File: config.mk
export PLATFORM = sky130hd
export DESIGN_NAME = seq_bin_argmax
export DESIGN_NICKNAME = d
export VERILOG_FILES = /design/src/rtl/bnn_pkg.sv /design/src/rtl/xnor_popcount.sv /design/src/rtl/seq_bin_argmax.sv
export SDC_FILE = /design/constraint.sdc
export NUM_CORES = 1
export LEC_CHECK = 0
export CAP_MARGIN = 15
export CORE_ASPECT_RATIO = 0.7
export CORE_MARGIN = 1.5
export CORE_UTILIZATION = 31
export DETAILED_ROUTE_END_ITERATION = 8
export PLACE_DENSITY_LB_ADDON = 0.2
export SLEW_MARGIN = 0
export SYNTH_ARGS = -nofsm -noshare
export SYNTH_HDL_FRONTEND = slang
export SYNTH_HIERARCHICAL = 1
export SYNTH_SLANG_ARGS = --single-unit
File: constraint.sdc
create_clock -name clk -period 7.23 [get_ports clk]
set_input_delay 1.446 -clock clk [delete_from_list [all_inputs] [get_ports clk]]
set_output_delay 1.446 -clock clk [all_outputs]
set_load 0.05 [all_outputs]
File: src/rtl/bnn_pkg.sv
// Shared definitions for the sequential binary neural network layers:
// controller state encoding and the width helpers used by the classifier.
package bnn_pkg;

  typedef enum logic [1:0] {
    IDLE  = 2'd0,
    SCORE = 2'd1,
    DONE  = 2'd2
  } state_e;

  // Width needed to hold a popcount in the range 0..m.
  function automatic int score_width(input int m);
    return $clog2(m + 1);
  endfunction

  // Width of a class index / class counter; never narrower than one bit.
  function automatic int idx_width(input int c);
    return (c <= 2) ? 1 : $clog2(c);
  endfunction

endpackage

File: src/rtl/xnor_popcount.sv
// Combinational XNOR-popcount: number of bit positions where a and w agree.
module xnor_popcount
  import bnn_pkg::*;
#(
  parameter int M = 4,
  localparam int SW = score_width(M)
) (
  input  logic [M-1:0]  a,
  input  logic [M-1:0]  w,
  output logic [SW-1:0] count
);

  logic [M-1:0] agree;

  assign agree = ~(a ^ w);

  // Sum the agreeing positions.
  always_comb begin
    count = '0;
    for (int i = 0; i < M; i++) begin
      count = count + SW'(agree[i]);
    end
  end

endmodule

File: src/rtl/seq_bin_argmax.sv
// Sequential binary argmax classifier. Latches the activation vector on a
// rising edge of start, scores one class per cycle with XNOR-popcount and
// reports the winning class index with a one-cycle valid pulse.
// Optional build macro SEQ_ARGMAX_SCORE_EN adds the max_score output.
module seq_bin_argmax
  import bnn_pkg::*;
#(
  parameter int             M       = 4,
  parameter int             C       = 3,
  parameter logic [C*M-1:0] Weights = '0,
  localparam int            SW      = score_width(M),
  localparam int            IW      = idx_width(C)
) (
  input  logic          clk,
  input  logic          rst,
  input  logic          start,
  input  logic [M-1:0]  act,
  output logic          busy,
  output logic          valid,
`ifdef SEQ_ARGMAX_SCORE_EN
  output logic [SW-1:0] max_score,
`endif
  output logic [IW-1:0] class_out
);

  localparam logic [IW-1:0] LAST = IW'(C - 1);

  state_e        state_q, state_d;
  logic [IW-1:0] cnt_q, cnt_d;
  logic [SW-1:0] best_q, best_d;
  logic [IW-1:0] idx_q, idx_d;
  logic [M-1:0]  act_q, act_d;
  logic          start_q;
  logic          busy_q, busy_d;
  logic          valid_q, valid_d;
  logic [IW-1:0] class_q, class_d;
`ifdef SEQ_ARGMAX_SCORE_EN
  logic [SW-1:0] max_score_q, max_score_d;
`endif

  logic          accept;
  logic          better;
  logic [M-1:0]  w_sel;
  logic [SW-1:0] score;
  logic [M-1:0]  w_tab [C];

  // Unpack the flat weight vector into one row per class.
  for (genvar gi = 0; gi < C; gi++) begin : g_wtab
    assign w_tab[gi] = Weights[gi*M +: M];
  end

  assign w_sel = w_tab[cnt_q];

  xnor_popcount #(.M(M)) u_popcount (
    .a     (act_q),
    .w     (w_sel),
    .count (score)
  );

  // Only a fresh rising edge seen while idle starts a run, so a level-held
  // done from upstream cannot retrigger.
  assign accept = start & ~start_q & (state_q == IDLE);
  // The first class always seeds the running best; later ones must beat it
  // strictly so ties keep the lower index.
  assign better = (cnt_q == '0) || (score > best_q);

  // Next-state and datapath updates.
  always_comb begin
    state_d = state_q;
    cnt_d   = cnt_q;
    best_d  = best_q;
    idx_d   = idx_q;
    act_d   = act_q;
    busy_d  = busy_q;
    valid_d = 1'b0;
    class_d = class_q;
`ifdef SEQ_ARGMAX_SCORE_EN
    max_score_d = max_score_q;
`endif
    case (state_q)
      IDLE: begin
        if (accept) begin
          act_d   = act;
          cnt_d   = '0;
          busy_d  = 1'b1;
          state_d = SCORE;
        end
      end
      SCORE: begin
        if (better) begin
          best_d = score;
          idx_d  = cnt_q;
        end
        if (cnt_q == LAST) begin
          state_d = DONE;
          busy_d  = 1'b0;
          valid_d = 1'b1;
          // Fold in the last class's compare directly.
          class_d = better ? cnt_q : idx_q;
`ifdef SEQ_ARGMAX_SCORE_EN
          max_score_d = better ? score : best_q;
`endif
        end else begin
          cnt_d = cnt_q + IW'(1);
        end
      end
      DONE: begin
        state_d = IDLE;
      end
      default: begin
        state_d = IDLE;
      end
    endcase
  end

  // State and datapath registers with synchronous active-low reset.
  always_ff @(posedge clk) begin
    if (!rst) begin
      state_q <= IDLE;
      cnt_q   <= '0;
      best_q  <= '0;
      idx_q   <= '0;
      act_q   <= '0;
      start_q <= 1'b0;
      busy_q  <= 1'b0;
      valid_q <= 1'b0;
      class_q <= '0;
`ifdef SEQ_ARGMAX_SCORE_EN
      max_score_q <= '0;
`endif
    end else begin
      state_q <= state_d;
      cnt_q   <= cnt_d;
      best_q  <= best_d;
      idx_q   <= idx_d;
      act_q   <= act_d;
      start_q <= start;
      busy_q  <= busy_d;
      valid_q <= valid_d;
      class_q <= class_d;
`ifdef SEQ_ARGMAX_SCORE_EN
      max_score_q <= max_score_d;
`endif
    end
  end

  assign busy      = busy_q;
  assign valid     = valid_q;
  assign class_out = class_q;
`ifdef SEQ_ARGMAX_SCORE_EN
  assign max_score = max_score_q;
`endif

endmodule

Word level (Yosys, flattened, before mapping)
Index checks and enable logic that the tools add are counted.

cells by class
  equal/unequal tests = 5
  shift-type cells = 0
  magnitude comparators = 2
  bitwise operators = 6
  divide/modulo/power cells = 0
  $add $sub $neg = 4
  reductions and logical operators = 11
  muxes and demuxes = 14
  multiply operators = 0

operators with widths
  kind                                                              number
  2-bit two-way mux                                                 5
  2-bit AND reduction                                               5
  4-bit binary-select mux with 2-bit select                         1
  4-bit two-way mux                                                 2
  2-bit case mux with 2 select lines                                2
  3-bit by 1-bit adder with 3-bit output                            2
  2-bit inequality test (second input constant)                     3
  3-bit AND reduction                                               2
  2-bit zero test                                                   2
  4-bit NOT                                                         1
  4-bit bitwise XOR                                                 1
  3-bit greater-or-equal comparator (second input constant)         1
  3-bit > comparator                                                1
  1-bit two-way mux                                                 3
  2-bit NOT with 3-bit output                                       1
  1-bit by 1-bit adder with 2-bit output                            1
  2-bit by 1-bit adder with 2-bit output (second input constant)    1
  1-bit bitwise AND                                                 2
  2-bit by 1-bit == test with 1-bit output (second input constant)  1
  2-bit == test (second input constant)                             1
  1-bit case mux with 2 select lines                                1
  2-bit nonzero test                                                1
  1-bit logical OR                                                  1
  1-bit NOT                                                         1

word-level totals
  ROM bits = 0
  input bits = 7
  memory bits (writable) = 0
  flip-flop bits (word level) = 18
  memories kept = 0
  bits in latches = 0
  word-level logic and storage cells = 51

Longest topological paths before layout
Gate-level depths: netlist of run 1.

  word-level depth = 12
  mapped depth = 10
  gate-level depth less buffers = 10

Modules after synthesis
The synthesis of run 1 kept the hierarchy.

modules (own cells, without submodules)
  module          cells each  sequential area each (um^2)  instances  area an instance (um^2)
  seq_bin_argmax  84          360.3                        1          818.3
  xnor_popcount   9           0.0                          1          87.6

Least setup slack after synthesis of run 1
OpenSTA, ideal clock, no wires.

  path kind = register to register
  from = reg act_q[0]
  to = reg best_q[0]
  period minus slack after synthesis = 2644 ps
  path slack = 4586 ps
  stages on the path, launching flop included = 11
  buffers on the path = 0
  arrival = 2572 ps
  cell sequence = dfxtp_1 -> xor2_1 -> fa_1 -> inv_1 -> ha_1 -> ha_1 -> ha_1 -> nand3_1 -> a21oi_2 -> nor4b_4 -> mux2i_1

on the way
  longest elaborated chain between the ends = 8

ends and longest elaborated chain
  item                                                  RTL line               RTL
  from (decl)                                           seq_bin_argmax.sv:32   logic [M-1:0] act_q, act_d;
  from (signal assigned)                                seq_bin_argmax.sv:136  act_q <= act_d;
  4-bit bitwise XOR                                     xnor_popcount.sv:15    assign agree = ~(a ^ w);
  4-bit NOT                                             xnor_popcount.sv:15
  1-bit by 1-bit adder with 2-bit output                xnor_popcount.sv:21    count = count + SW'(agree[i]);
  3-bit by 1-bit adder with 3-bit output (2 in series)  xnor_popcount.sv:21
  net score[1]                                          seq_bin_argmax.sv:44   logic [SW-1:0] score;
  3-bit > comparator                                    seq_bin_argmax.sv:65   assign better = (cnt_q == '0) || (score > best_q);
  1-bit logical OR                                      seq_bin_argmax.sv:65
  2-bit AND reduction (no source line)                  -
  to (signal assigned)                                  seq_bin_argmax.sv:134  best_q <= best_d;
  to (decl)                                             seq_bin_argmax.sv:30   logic [SW-1:0] best_q, best_d;

The timed path passes the listed nets, and every way through them passes these cells.
A chain may end at the register's enable or synchronous reset.

Worst setup path after layout of run 1
  from = reg act_q[0]
  to = reg idx_q[0]

on the way
  longest elaborated chain between the ends = 8

ends and longest elaborated chain
  item                                                  RTL line               RTL
  4-bit bitwise XOR                                     xnor_popcount.sv:15
  4-bit NOT                                             xnor_popcount.sv:15
  1-bit by 1-bit adder with 2-bit output                xnor_popcount.sv:21
  3-bit by 1-bit adder with 3-bit output (2 in series)  xnor_popcount.sv:21
  net score[1]                                          seq_bin_argmax.sv:44
  3-bit > comparator                                    seq_bin_argmax.sv:65
  1-bit logical OR                                      seq_bin_argmax.sv:65
  2-bit two-way mux                                     -
  to (signal assigned)                                  seq_bin_argmax.sv:135  idx_q <= idx_d;
  to (decl)                                             seq_bin_argmax.sv:31   logic [IW-1:0] idx_q, idx_d;

The timed path passes the listed nets, and every way through them passes these cells.

==> results of run 1 <==
-- flip-flops by register name, indices dropped and copies added (netlist names) --
signal     cells
state_q        2
start_q        1
act_q          4
idx_q          2
cnt_q          2
best_q         3
valid          1
busy           1
class_out      2
-- power by group --
| group | switching, mW | leakage [nW] | total, mW | internal [mW] |
|---|---|---|---|---|
| combinational | 0.0334 | 0.258 | 0.0608 | 0.0274 |
| sequential | 0.00415 | 0.147 | 0.109 | 0.105 |
| clock | 0.0335 | 0.0288 | 0.0819 | 0.0484 |
-- cells in the mapped netlist --
library cell,instances
a2111oi_4,1
a21oi_1,2
a21oi_2,1
a22oi_1,1
a31oi_1,2
and2_1,1
and3b_2,1
clkbuf_1,1
clkinv_1,1
conb_1,1
dfxtp_1,18
fa_1,1
ha_1,7
inv_1,8
mux2i_1,9
nand2_1,12
nand3_1,1
nand3b_1,1
nor2_1,10
nor3b_1,1
nor4b_4,2
o21ai_0,4
or2_2,1
or3_1,2
xnor2_1,1
xor2_1,3
-- worst reg2reg max path: stages, from the launching register on --
cell     delay, ns
dfxtp_1       0.32
xor2_1        0.16
fa_1          0.54
inv_1         0.04
ha_1          0.19
ha_1          0.29
ha_1          0.33
nand3_1       0.11
a21oi_2       0.11
nor4b_4       0.46
mux2i_1       0.24
-- logic make-up (layout without fill, tap and decap cells) --
| group | Yosys count | after routing | share of synthesized area (%) |
|---|---|---|---|
| multiplexers | 9 | 9 | 9.95 |
| other | 1 | 4 | 0.414 |
| AO/OA/AOI/OAI | 11 | 11 | 9.53 |
| XOR/XNOR | 4 | 4 | 3.87 |
| adder cells (fa/ha/maj) | 8 | 8 | 11.9 |
| flip-flops | 18 | 18 | 39.8 |
| buffers and inverters | 10 | 23 | 4.14 |
| AND/OR/NAND/NOR | 32 | 32 | 20.4 |
-- layout make-up --
cell class	count	area, um^2	area share [%]
well taps	36	45.0	4.04
multi-input cells	68	519	46.6
repair buffers	10	100	8.99
flip-flops and latches	18	360	32.4
clock buffers	4	55.1	4.94
inverters	9	33.8	3.03
-- metal layers --
layer | share of wire, % | up-vias
met5 | 0 | -
met4 | 0.52 | 0
met3 | 4.7 | 2
met2 | 38 | 8
met1 | 57 | 272
li1 | - | 340
-- metrics by stage --
stage / area, um^2 / power, mW / worst slack, ns
after global routing: 1110 / 0.266 / 4.16
final: 1110 / 0.252 / 4.38
after global placement: 1060 / 0.173 / 4.34
after detailed placement: 1060 / 0.172 / 4.32
after floorplan: 917 / 0.158 / 4.59
after CTS: 1110 / 0.256 / 4.33
-- worst max-delay path by stage --
stage              from         to  depth (start not counted)
2_1_floorplan  act_q[0]  best_q[0]                         10
3_3_place_gp      start   cnt_q[1]                          5
3_5_place_dp      start   cnt_q[1]                          5
4_1_cts        act_q[0]   idx_q[0]                         10
5_1_grt        act_q[0]   idx_q[0]                         10
6_report       act_q[0]   idx_q[0]                         10
==> results.toml, run 1 <==
[clock_network]
clock_path_buffers = 2
clk_pin_slew_ns = 0.07
post-cts-setup-buffer-count = 0
cts_sinks = 18
post_cts_resized = 0
cts_root_buf = "clkbuf_8"
cts_buffers = 3
h-tree-depth = 1
cts_tree = "done"
clock_latency_ns = 0.25
postCtsHoldBufs = 0

[drt]
drt_wl_total_mm = 1.54
viasPerCell = 4.29
post_drt_wl_per_cell_um = 10.6
drc = 0
vias = 622
drtIter0Drc = 28
final_antenna_net_count = 0
drt_pass1_iterations = 3

[worst_setup_path]
arrival_ns = 3.04
crit_slowest_cell = "fa_1"
cp-end-kind = "flop"
required_ns = 7.41
slowest_delay_ns = 0.54
worstPathMaxFanout = 5
crit_type = "reg -> reg"
reg2reg_from = "act_q[0]"
critPathTopFamily = "adder cells"
r2r_end = "idx_q[0]"
reg2reg_slack_ns = 4.38
crit_top_cell = "ha_1"
reg2reg_depth = 10
crit_chain = "xor2_1 -> fa_1 -> inv_1 -> ha_1 -> ha_1 -> ha_1 -> nand3_1 -> a21oi_2 -> nor4b_4 -> mux2i_1"
startpoint_type = "flop"
critical_path_buf_inv_count = 1

[sta]
worst_pin_slew_ns = 0.530
final.period_utilization_pct = 39.4
fmax_mhz = 351
setup_viol = 0
relSlewSlack_pct = 64.5
hold_viol = 0
finalMaxSlewViolations = 0
fin_crit_ns = 2.85
hold_ws_ns = 0.461
setup_tns_ns = 0
worst_clock_skew_ns = 0.00231
rsz0062_at_grt = "false"

[place]
place.gp.congestion = 0.709
dp_hpwl_mm = 1.18
dp_cells = 141
portBuffers = 10

[job]
max-cap-violations = 0

[final_layout]
area_growth_pct = 22.9
final_cell_mix = "dfxtp_1 (18), nand2_1 (12), nor2_1 (10), clkdlybuf4s50_1 (10), mux2i_1 (9)"
drive_above_1_share_pct = 9.17
layout.cells.non_filler = 145
antenna-diode-count = 0
nFillCells = 269
finalCoreUtilization_pct = 40.0
nNetsFinal = 125
final_common_cell = "dfxtp_1"

[floorplanning]
dieArea_um2 = 3260
row_count = 16
ios = 11
die_x_um = 67.6
fp.dieH_um = 48.2
initial_core_util_pct = 32.6
core_area_um2 = 2780

[logic_synthesis]
synth_cell_types = 26
syn_inst = 93
synth_top_area_share_pct = 39.8
yosysWarnings = 6
synth_area_leader_cell = "dfxtp_1"
synth_area_um2 = 906
synth_seq_cells = 18
yosysSeqAreaShare_pct = 39.8
synthTopCellsByArea = "dfxtp_1 (40%), mux2i_1 (9.9%), ha_1 (9.7%), nor4b_4 (5.2%), nand2_1 (5.0%)"
avgSynthCellArea_um2 = 9.74

[global_route]
antenna_found_initial = 0
top_usage_layer = "met1"
grt_start_max_net_pins = 15
grtUsageMet3_pct = 4.85
grt_pass1_wl_mm = 2.44
grtUsageTotal_pct = 10.5
grt-ovfl-total = 0
grt_pass1_vias = 538
use_met1_pct = 16.5
use_met2_pct = 12.2

[min_path]
hold_class = "reg -> reg"
hold_end = "idx_q[1]"
hold_path_depth = 2
hold_path_startpoint = "idx_q[1]"

[power_and_ir_drop]
max-vdd-ir-drop_mv = 0.141
powerDensity_nw_per_um2 = 226
leakage_nw = 0.434

[outcome]
run_status = "finished, final reports clean"
(Power assumes the default switching activity.)
==> run 2, diff against run 1 <==
Clock period 7.23 ns to 2.47 ns, I/O delays scaled along.
==> results.toml, run 2 (same netlist as run 1, synthesis figures left out) <==
[outcome]
run_status = "complete, but fails checks"
failed_checks = "setup timing"

[worst_setup_path]
crit_type = "reg -> reg"
startpoint_type = "flop"
cp-end-kind = "flop"
required_ns = 2.61
worstPathMaxFanout = 4
arrival_ns = 2.74

[min_path]
hold_class = "reg -> reg"

[floorplanning]
core_area_um2 = 2780
fp.dieH_um = 48.2
die_x_um = 67.6
initial_core_util_pct = 32.6
row_count = 16
ios = 11
dieArea_um2 = 3260

[clock_network]
cts_tree = "done"
clk_pin_slew_ns = 0.06
cts_buffers = 3
cts_sinks = 18
cts_root_buf = "clkbuf_8"
clock_latency_ns = 0.25
clock_path_buffers = 2
h-tree-depth = 1

[sta]
setup_viol = 7
relSlewSlack_pct = 66.6
worst_clock_skew_ns = 0.00184
fin_ws_ns = -0.138
final.period_utilization_pct = 106
rsz0062_at_grt = "true"
worst_pin_slew_ns = 0.500
hold_ws_ns = 0.462
finalMaxSlewViolations = 0
setup_tns_ns = -0.759
hold_viol = 0
fmax_mhz = 383
fin_crit_ns = 2.61

[global_route]
antenna_found_initial = 0
grt_start_max_net_pins = 14
grt_pass1_vias = 676
grt_pass1_wl_mm = 2.84
grt-ovfl-total = 0
grtUsageTotal_pct = 12.3

[drt]
drtIter0Drc = 32
final_antenna_net_count = 0
post_drt_wl_per_cell_um = 11.1
vias = 672
viasPerCell = 4.48
drc = 0
drt_pass1_iterations = 3
drt_wl_total_mm = 1.66

[final_layout]
nFillCells = 274
top_regs = "act_q: 4 flops, best_q: 3 flops"
area_growth_pct = 34.3
final_cell_mix = "dfxtp_1 (17), nand2_1 (12), nor2_1 (10), clkdlybuf4s50_1 (10), mux2i_1 (9)"
drive_above_1_share_pct = 21.1
largest_register = "act_q"
nNetsFinal = 131
largest_reg_flops = 4
final_common_cell = "dfxtp_1"
antenna-diode-count = 0

[place]
pre_cts_ws_ns = -0.223
dp_hpwl_mm = 1.30
portBuffers = 10
place.gp.congestion = 0.732

[power_and_ir_drop]
powerDensity_nw_per_um2 = 633
max-vdd-ir-drop_mv = 0.323
p_total_mw = 0.770
leakage_nw = 0.463

[job]
max-cap-violations = 0
-- run 2: cell type report --
type	count	area [um^2]	area share (%)
inverters	9	33.8	2.78
well taps	36	45.0	3.70
multi-input cells	68	589	48.5
repair buffers	16	145	11.9
flip-flops and latches	18	362	29.7
clock buffers	3	41.3	3.40
-- run 2: report_power, final --
group	total [mW]	switching [mW]	leakage, nW	internal, mW
clock	0.200	0.0919	0.0216	0.108
sequential	0.319	0.0117	0.147	0.307
combinational	0.251	0.121	0.294	0.130
total	0.770	0.224	0.463	0.546
-- run 2: worst paths after layout --
check / startpoint / end / slack [ns] / cells after the start
hold reg to reg: best_q[2] / best_q[2] / 0.46 / 2
setup reg to reg: act_q[0] / class_out[1] / -0.14 / 10
setup / recovery: act_q[0] / class_out[1] / -0.14 / 10
hold / removal: best_q[2] / best_q[2] / 0.46 / 2
-- run 2: through the flow --
stage | std cells | cell area [um^2] | util (%)
5_1_grt | 150 | 1220 | 43.7
4_1_cts | 150 | 1210 | 43.4
3_5_place_dp | 145 | 1140 | 41.1
6_report | 150 | 1220 | 43.7
2_1_floorplan | 96 | 972 | -
3_3_place_gp | 145 | 1140 | 41.1
-- run 2: timing repair --
action / 4_1_cts / 5_1_grt
endpoints found under the setup margin: 7 / 7
hold buffers: 0 / 0
buffers inserted: 2 / 0
resized for setup: 2 / 4
pin swaps: 2 / 2
-- run 2: critical path, cell delays in order, from the launching register on --
cell	delay (ns)
dfxtp_2	0.33
xor2_2	0.15
fa_1	0.53
inv_1	0.04
ha_2	0.18
ha_4	0.28
ha_4	0.20
a2111oi_4	0.38
buf_4	0.21
or3_1	0.11
a31oi_1	0.08
-- run 2: per-layer routing --
layer / up-vias / wire (um) / global-route usage, %
li1: 349 / - / -
met1: 310 / 874 / 15.8
met2: 11 / 681 / 19.4
met3: 2 / 94 / 5.08
met4: 0 / 13 / 3.67
met5: - / 0 / 0
==> run 3, diff against run 2 <==
Settings changed: GPL_TIMING_DRIVEN set to 1, PLACE_DENSITY_LB_ADDON 0.2 to unset.
==> results.toml, run 3 (same netlist as run 1, synthesis figures left out) <==
[outcome]
run_status = "complete, but fails checks"
failed_checks = "setup timing"

[clock_network]
clock_latency_ns = 0.26
h-tree-depth = 1
clock_path_buffers = 2
cts_tree = "done"
clk_pin_slew_ns = 0.07
cts_sinks = 18
cts_root_buf = "clkbuf_8"
cts_buffers = 3
postCtsHoldBufs = 0

[floorplanning]
core_area_um2 = 2780
dieArea_um2 = 3260
initial_core_util_pct = 32.6
fp.dieH_um = 48.2
row_count = 16
ios = 11
die_x_um = 67.6

[final_layout]
antenna-diode-count = 0
final_common_cell = "dfxtp_1"
final_area_um2 = 1230
largest_reg_flops = 4
largest_register = "act_q"
final_cell_mix = "dfxtp_1 (16), nand2_1 (12), nor2_1 (10), clkdlybuf4s50_1 (10), mux2i_1 (9)"
nNetsFinal = 130
top_regs = "act_q: 4 flops, best_q: 3 flops"
area_growth_pct = 35.5
drive_above_1_share_pct = 21.9

[worst_setup_path]
reg2reg_slack_ns = -0.17
worstPathMaxFanout = 4
required_ns = 2.65
reg2reg_depth = 10
arrival_ns = 2.82
crit_type = "reg -> reg"
startpoint_type = "flop"
cp-end-kind = "flop"

[global_route]
grtUsageTotal_pct = 13.2
grt_pass1_vias = 690
grt_pass1_wl_mm = 2.95
antenna_found_initial = 0
grt_start_max_net_pins = 14
grt-ovfl-total = 0

[power_and_ir_drop]
p_clk_share_pct = 29.4
powerDensity_nw_per_um2 = 670
leakage_nw = 0.466
p_comb_share_pct = 31.8
power_switching_mw = 0.237
seqPwrFrac_pct = 38.9
p_sw_share_pct = 28.8
intPower_mw = 0.585
max-vdd-ir-drop_mv = 0.391

[sta]
worst_pin_slew_ns = 0.531
hold_viol = 0
fin_crit_ns = 2.64
relSlewSlack_pct = 64.5
final.period_utilization_pct = 107
fin_ws_ns = -0.165
fmax_mhz = 380
worst_clock_skew_ns = 0.00694
setup_viol = 7
hold_ws_ns = 0.459
finalMaxSlewViolations = 0
rsz0062_at_grt = "true"

[drt]
drtIter0Drc = 21
wl_met1_um = 896
drt_wl_total_mm = 1.70
wl_met3_um = 65
wl_met2_um = 720
drt_pass1_iterations = 4
post_drt_wl_per_cell_um = 11.3
maxUsedRoutingLayer = "met4"
final_antenna_net_count = 0
viasPerCell = 4.43
vias = 664
drc = 0

[job]
max-cap-violations = 0

[min_path]
hold_path_depth = 2
hold_class = "reg -> reg"

[place]
dp_hpwl_mm = 1.31
portBuffers = 10
place.gp.congestion = 0.769
place_area_um2 = 1140
==> run 3: changes by cell type in the layout (fill, tap and decap cells not counted) <==
cell	previous run	this run
clkbuf_8	3	4
dfxtp_2	1	2
buf_4	6	4
buf_6	0	1
dfxtp_1	17	16
==> run 3: power by group through the flow <==
| stage | clock, mW | sequential (mW) | combinational [mW] |
|---|---|---|---|
| after floorplan | 0 | 0.329 | 0.184 |
| after detailed placement | 0 | 0.326 | 0.247 |
| after global placement | 0 | 0.326 | 0.241 |
| after global routing | 0.266 | 0.322 | 0.290 |
| after CTS | 0.254 | 0.320 | 0.260 |
| final | 0.242 | 0.320 | 0.261 |
==> run 3: stage by stage <==
stage	cells	setup TNS (ns)	util, %	power (mW)	setup slack, ns
global placement	144	-1.11	40.8	0.566	-0.194
detailed placement	144	-1.52	40.8	0.572	-0.257
CTS	150	-1.01	43.7	0.834	-0.156
floorplan	96	0	-	0.513	0.00666
global route	150	-1.54	44.1	0.878	-0.271
finish	150	-0.826	44.1	0.823	-0.165
==> run 3: layout make-up <==
class	count	area, um^2
Sequential cell	18	363
Tap cell	36	45.0
Timing Repair Buffer	15	141
Fill cell	260	1560
Multi-Input combinational cell	68	589
Inverter	9	33.8
Clock buffer	4	55.1
==> run 3: per-layer routing <==
| metal | vias up | track usage (%) |
|---|---|---|
| met5 | - | 0 |
| met4 | 0 | 4.90 |
| met3 | 2 | 5.54 |
| met2 | 9 | 21.8 |
| met1 | 305 | 15.7 |
| li1 | 348 | - |
==> run 3: worst max-delay path, cell delays in order, from the launching register on <==
cell	delay, ns
dfxtp_2	0.33
xor2_2	0.15
fa_1	0.54
inv_1	0.05
ha_2	0.19
ha_4	0.25
ha_4	0.28
a2111oi_4	0.08
buf_4	0.16
or3_1	0.34
a31oi_1	0.17
==> run 3: worst paths after layout <==
kind                            startpoint      endpoint
worst min-delay path             best_q[1]     best_q[1]
worst max-delay path              act_q[0]  class_out[1]
worst max register to register    act_q[0]  class_out[1]
worst min register to register   best_q[1]     best_q[1]
==> run 3: timing repair <==
| action | in CTS | in global routing |
|---|---|---|
| setup endpoints to repair | 7 | 7 |
| pin swaps | 2 | 0 |
| endpoints found under the hold margin | 0 | 0 |
| cloned | 0 | 0 |
| setup buffers | 2 | 1 |
| resized for setup | 4 | 4 |
